==> src/rtl/pipe_pkg.sv <==
// Shared definitions for the issue stage: opcode values, instruction field
// positions, the default register count, FSM states and the legality decode.
package pipe_pkg;

  localparam int NREG_DEF = 8;

  localparam logic [3:0] OP_NOP  = 4'd0;
  localparam logic [3:0] OP_LOAD = 4'd1;
  localparam logic [3:0] OP_ADD  = 4'd2;
  localparam logic [3:0] OP_SUB  = 4'd3;

  localparam int OP_MSB  = 15;
  localparam int OP_LSB  = 12;
  localparam int RD_MSB  = 11;
  localparam int RD_LSB  = 8;
  localparam int RS_MSB  = 7;
  localparam int RS_LSB  = 4;
  localparam int RT_MSB  = 3;
  localparam int RT_LSB  = 0;
  localparam int IMM_MSB = 7;
  localparam int IMM_LSB = 0;

  typedef enum logic {
    ST_RUN   = 1'b0,
    ST_DRAIN = 1'b1
  } state_e;

  // Unknown opcodes and any register field the opcode actually reads or
  // writes that points outside R0..R7 make the instruction illegal.
  function automatic logic instr_illegal(input logic [15:0] instr);
    logic [3:0] op;
    op = instr[OP_MSB:OP_LSB];
    case (op)
      OP_NOP:         return 1'b0;
      OP_LOAD:        return instr[RD_MSB];
      OP_ADD, OP_SUB: return instr[RD_MSB] | instr[RS_MSB] | instr[RT_MSB];
      default:        return 1'b1;
    endcase
  endfunction

endpackage

==> src/rtl/issue_scoreboard.sv <==
// Pending-write scoreboard: one bit per architectural register. The
// writeback clear is visible combinationally on pending_eff so a reader can
// issue in the same cycle its source retires; a same-cycle set wins.
module issue_scoreboard
  import pipe_pkg::*;
#(
  parameter int NREG = NREG_DEF
) (
  input  logic            clk,
  input  logic            reset,
  input  logic            set_en,
  input  logic [3:0]      set_idx,
  input  logic            clr_en,
  input  logic [3:0]      clr_idx,
  output logic [NREG-1:0] pending,
  output logic [NREG-1:0] pending_eff
);

  logic [NREG-1:0] set_mask;
  logic [NREG-1:0] clr_mask;

  // Decode set/clear indices; clears aimed at R8..R15 are dropped.
  always_comb begin
    set_mask = '0;
    clr_mask = '0;
    for (int i = 0; i < NREG; i++) begin
      set_mask[i] = set_en && (set_idx == 4'(i));
      clr_mask[i] = clr_en && !clr_idx[3] && (clr_idx == 4'(i));
    end
    pending_eff = pending & ~clr_mask;
  end

  // Pending bits: clear first, then set, so a same-cycle set survives.
  always_ff @(posedge clk) begin
    if (!reset) pending <= '0;
    else        pending <= pending_eff | set_mask;
  end

endmodule

==> src/rtl/issue_hazard_ctrl.sv <==
// In-order issue stage with a one-entry hold register, RAW/WAW hazard check
// against a pending-write scoreboard, illegal-instruction drop and a
// RUN/DRAIN mode. Define ISSUE_STALL_CNT_EN to build the saturating stall
// counter; otherwise stall_cnt is tied to zero and no counter exists.
module issue_hazard_ctrl
  import pipe_pkg::*;
#(
  parameter int NREG  = NREG_DEF,
  parameter int CNT_W = 16
) (
  input  logic             clk,
  input  logic             reset,
  input  logic             in_valid,
  input  logic [15:0]      in_instr,
  output logic             in_ready,
  input  logic             wb_valid,
  input  logic [3:0]       wb_rd,
  input  logic             drain_req,
  output logic             issue_valid,
  output logic [3:0]       issue_op,
  output logic [3:0]       issue_rd,
  output logic [3:0]       issue_rs,
  output logic [3:0]       issue_rt,
  output logic [7:0]       issue_imm,
  output logic             stall,
  output logic             drain_done,
  output logic             err_illegal,
  output logic [CNT_W-1:0] stall_cnt
);

  state_e          state, state_nxt;
  logic            hold_vld_p0;
  logic [15:0]     hold_instr_p0;
  logic [3:0]      op, rd, rs, rt;
  logic            illegal, hazard, eval, fire;
  logic [NREG-1:0] pending, pending_eff;
  logic [15:0]     pend16;

  assign op = hold_instr_p0[OP_MSB:OP_LSB];
  assign rd = hold_instr_p0[RD_MSB:RD_LSB];
  assign rs = hold_instr_p0[RS_MSB:RS_LSB];
  assign rt = hold_instr_p0[RT_MSB:RT_LSB];

  // Hazard evaluation of the held instruction against post-writeback state.
  always_comb begin
    pend16  = 16'(pending_eff);
    illegal = instr_illegal(hold_instr_p0);
    case (op)
      OP_LOAD:        hazard = pend16[rd];
      OP_ADD, OP_SUB: hazard = pend16[rd] | pend16[rs] | pend16[rt];
      default:        hazard = 1'b0;
    endcase
  end

  assign eval        = reset && hold_vld_p0;
  assign err_illegal = eval && illegal;
  assign stall       = eval && !illegal && hazard;
  assign fire        = eval && !illegal && !hazard;
  assign in_ready    = reset && (!hold_vld_p0 || fire) && (state == ST_RUN);
  assign drain_done  = reset && (state == ST_DRAIN) && (pending == '0) && !hold_vld_p0;

  assign issue_valid = fire;
  assign issue_op    = fire ? op : 4'd0;
  assign issue_rd    = fire ? rd : 4'd0;
  assign issue_rs    = fire ? rs : 4'd0;
  assign issue_rt    = fire ? rt : 4'd0;
  assign issue_imm   = fire ? hold_instr_p0[IMM_MSB:IMM_LSB] : 8'd0;

  issue_scoreboard #(.NREG(NREG)) u_sb (
    .clk         (clk),
    .reset       (reset),
    .set_en      (fire && (op != OP_NOP)),
    .set_idx     (rd),
    .clr_en      (wb_valid),
    .clr_idx     (wb_rd),
    .pending     (pending),
    .pending_eff (pending_eff)
  );

  // Mode register.
  always_ff @(posedge clk) begin
    if (!reset) state <= ST_RUN;
    else        state <= state_nxt;
  end

  // Mode transitions follow the drain_req level.
  always_comb begin
    state_nxt = state;
    case (state)
      ST_RUN:   if (drain_req)  state_nxt = ST_DRAIN;
      ST_DRAIN: if (!drain_req) state_nxt = ST_RUN;
      default:  state_nxt = ST_RUN;
    endcase
  end

  // Hold-register occupancy: load on accept, free on issue or illegal drop.
  always_ff @(posedge clk) begin
    if (!reset)                  hold_vld_p0 <= 1'b0;
    else if (in_valid && in_ready) hold_vld_p0 <= 1'b1;
    else if (fire || err_illegal)  hold_vld_p0 <= 1'b0;
  end

  // Hold-register payload; qualified by hold_vld_p0 so it needs no reset.
  always_ff @(posedge clk) begin
    if (in_valid && in_ready) hold_instr_p0 <= in_instr;
  end

`ifdef ISSUE_STALL_CNT_EN
  logic [CNT_W-1:0] stall_cnt_q;

  function automatic logic [CNT_W-1:0] sat_inc(input logic [CNT_W-1:0] v);
    return (&v) ? v : v + 1'b1;
  endfunction

  // Saturating count of stall cycles.
  always_ff @(posedge clk) begin
    if (!reset)     stall_cnt_q <= '0;
    else if (stall) stall_cnt_q <= sat_inc(stall_cnt_q);
  end

  assign stall_cnt = reset ? stall_cnt_q : '0;
`else
  assign stall_cnt = '0;
`endif

endmodule

==> config.mk <==
export PLATFORM = sky130hd
export DESIGN_NAME = issue_hazard_ctrl
export DESIGN_NICKNAME = d
export VERILOG_FILES = /design/src/rtl/pipe_pkg.sv /design/src/rtl/issue_scoreboard.sv /design/src/rtl/issue_hazard_ctrl.sv
export SDC_FILE = /design/constraint.sdc
export NUM_CORES = 1
export LEC_CHECK = 0
export CAP_MARGIN = 30
export CORE_UTILIZATION = 43
export DETAILED_ROUTE_END_ITERATION = 16
export GPL_TIMING_DRIVEN = 0
export PLACE_DENSITY = 0.8
export SYNTH_ARGS = -nofsm -noshare
export SYNTH_HDL_FRONTEND = slang
export SYNTH_HIERARCHICAL = 1
export SYNTH_SLANG_ARGS = --single-unit
export TNS_END_PERCENT = 100
==> constraint.sdc <==
create_clock -name clk -period 4.61 [get_ports clk]
set_input_delay 0.922 -clock clk [delete_from_list [all_inputs] [get_ports clk]]
set_output_delay 0.922 -clock clk [all_outputs]
set_load 0.01 [all_outputs]
==> impl_metrics.json <==
{
  "clock_latency_ns": 0.27,
  "rows": 22,
  "postSynth.asyncResetShare_pct": 0,
  "ant_nets": 0,
  "clk_path_buf_depth": 2,
  "post-route-period-util_pct": 97.2,
  "min_path_cells": 2,
  "synth.yosys.seq_area_share_pct": 40.3,
  "wl_per_cell_um": 13.9,
  "drive_above_1_share_pct": 24.9,
  "peakVddDrop_mv": 0.126,
  "required_ns": 3.69,
  "root_buffer": "clkbuf_8",
  "worstReg2RegStart": "hold_instr_p0[9]",
  "antenna_cells": 0,
  "fmax_ghz": 0.223,
  "powerDensity_mw_per_mm2": 193,
  "hp-class": "register to register",
  "rsz0062_at_grt": "no",
  "vias": 1491,
  "yosysWarnings": 6,
  "io_buffers": 50,
  "crit_path_max_incr_delay_ns": 0.45,
  "ys_seq_elements": 26,
  "period_needed_ns": 4.48,
  "track_usage_pct": 20.1,
  "antenna_found_initial": 0,
  "tightest_slew_ns": 0.728,
  "setup_viol": 0,
  "yosys_most_used_dff": "edfxtp_1",
  "start_util_pct": 45.5,
  "start_kind": "input pin",
  "skew_ns": 0.00439,
  "final_cell_area_mm2": 0.00251,
  "reg2reg_to": "hold_instr_p0[1]",
  "globalplace.congestion": 0.841,
  "synth_cell_type_count": 44,
  "cp_top_family": "simple AND/OR/NAND/NOR gates",
  "grt_pass1_vias": 1427,
  "cts_hold_buf": 0,
  "fp.dieH_um": 64.7,
  "finalNetCount": 275,
  "slew-limit-headroom_pct": 51.5,
  "cap_violations": 0,
  "final_max_slew_viol_count": 0,
  "crit_path_max_fanout": 5,
  "htree_levels": 1,
  "path_buf_inv": 5,
  "dp_hpwl_um": 3010,
  "layout_common_cells": "buf_4 (34), clkdlybuf4s50_1 (24), conb_1 (18)",
  "critical_path.endpoint": "in_ready",
  "syn_avg_cell_area_um2": 9.99,
  "die-width_um": 64.7,
  "initialDrtViolationCount": 50,
  "grt_max_degree": 17,
  "grt_pass1_wl_um": 6500,
  "final_common_cell": "buf_4",
  "path_common_cell": "buf_12",
  "finalHoldViolations": 0,
  "slowest_stage": "mux4_2",
  "synth_edf_count": 16,
  "finalPower_w": 0.000483,
  "r2r_cells": 9,
  "syn2layout_area_growth_pct": 48.4,
  "first_pass_iters": 4,
  "startpoint": "wb_rd[2]",
  "vias_per_cell": 5.02,
  "drc": 0,
  "numCtsBuffers": 3,
  "netlist_area_mm2": 0.00169,
  "syn_inst": 169,
  "worstPathArrival_ns": 3.56,
  "status": "completed",
  "cp.depth": 13,
  "cts.sinks": 26,
  "dieArea_mm2": 0.00418,
  "core_mm2": 0.00372,
  "finalWirelength_um": 4140,
  "p_leak_nw": 1.08,
  "worst-setup-path-type": "input pin to output pin",
  "fill_cells": 319,
  "overflow": 0,
  "cp-end-kind": "output pin",
  "clkTransAtPathRegs_ns": 0.09,
  "io_pins": 70,
  "critical_path.cell_chain": "dlygate4sd2_1 -> or3b_4 -> nor2_4 -> nor2b_2 -> mux4_2 -> nand2b_4 -> a41o_1 -> nor3_4 -> buf_6 -> buf_12 -> buf_12 -> o21ba_1 -> clkdlybuf4s15_1",
  "place_area_mm2": 0.00231,
  "cts_tree": "yes",
  "rrSetupSlack_ns": 1.69
}
[Yosys cell counts (2+ instances only)]
cell type | count | area (um^2)
edfxtp_1 | 16 | 480
nor3b_1 | 4 | 30.0
and2_1 | 16 | 100
clkbuf_1 | 3 | 11.3
nor4_1 | 5 | 31.3
nand3b_1 | 7 | 52.6
nand2_1 | 11 | 41.3
mux2_1 | 2 | 22.5
nor4b_1 | 2 | 17.5
nand4b_1 | 2 | 17.5
dfxtp_1 | 10 | 200
o22ai_1 | 6 | 37.5
nand3_1 | 5 | 25.0
o21a_1 | 2 | 15.0
nor2_1 | 6 | 22.5
nor2b_1 | 10 | 62.6
o311ai_0 | 2 | 17.5
nand4_1 | 2 | 12.5
o31a_1 | 3 | 26.3
buf_4 | 26 | 195
mux2i_1 | 6 | 60.1
[metal layers]
metal	GRT usage [%]	wire [um]
met5	0	0
met4	5.00	34
met3	4.05	291
met2	36.1	2070
met1	24.4	1740
[registers in the layout, indices dropped and copies added, names as in the netlist]
register       flops
u_sb/pending       8
hold_instr_p0     16
hold_vld_p0        1
state              1
[per-stage QoR]
stage          hold slack [ns]  instances  TNS [ns]  utilization [%]  worst slack [ns]
2_1_floorplan            0.451        186         0                -             0.634
3_3_place_gp             0.469        284     -9.21             62.3            -0.553
3_5_place_dp             0.476        284    -10.10             62.3            -0.607
4_1_cts                  0.489        296         0             66.6           0.00567
5_1_grt                  0.513        297         0             67.4           0.00130
6_report                 0.496        297         0             67.4             0.128
[worst min-delay path, delay by kind of cell, from the launching register on]
| kind | cells | cell delay (ns) |
|---|---|---|
| compound gates | 1 | 0.07 |
| flops | 1 | 0.33 |
| simple gates | 1 | 0.06 |
[cell type report]
cell class	instances	area (um^2)	area share, %
sequential	26	681	27.2
buffer	30	218	8.69
inverter	1	3.75	0.150
timing repair buffer	59	578	23.1
clock buffer	4	55.1	2.20
multi-input combinational	129	911	36.3
tap	48	60.1	2.40
[power breakdown]
group	leakage [nW]	internal [W]	switching, W
sequential	0.229	0.000255	0.00000863
clock	0.0288	0.0000765	0.0000730
combinational	0.820	0.0000396	0.0000304
[how the worst min path moves through the flow]
stage / to / slack [ns] / start
6_report: u_sb/pending[1] / 0.50 / u_sb/pending[1]
4_1_cts: u_sb/pending[1] / 0.49 / u_sb/pending[1]
5_1_grt: u_sb/pending[1] / 0.51 / u_sb/pending[1]
3_3_place_gp: u_sb/pending[7] / 0.47 / u_sb/pending[7]
2_1_floorplan: u_sb/pending[6] / 0.45 / u_sb/pending[6]
3_5_place_dp: u_sb/pending[1] / 0.48 / u_sb/pending[1]
[repair_timing]
item	4_1_cts	5_1_grt
gates cloned	0	0
endpoints found under the setup margin	23	20
buffers inserted	8	1
resized for setup	43	11
pin swaps	4	3
[cell families after synthesis]
| kind of cell | Yosys count | share of synthesized area [%] |
|---|---|---|
| multiplexers | 10 | 7.11 |
| AO/OA/AOI/OAI | 23 | 10.5 |
| flip-flops | 26 | 40.3 |
| buffers and inverters | 31 | 13.1 |
| other | 1 | 0.222 |
| AND/OR/NAND/NOR | 78 | 28.7 |
Power figures use the tool's default switching activity.
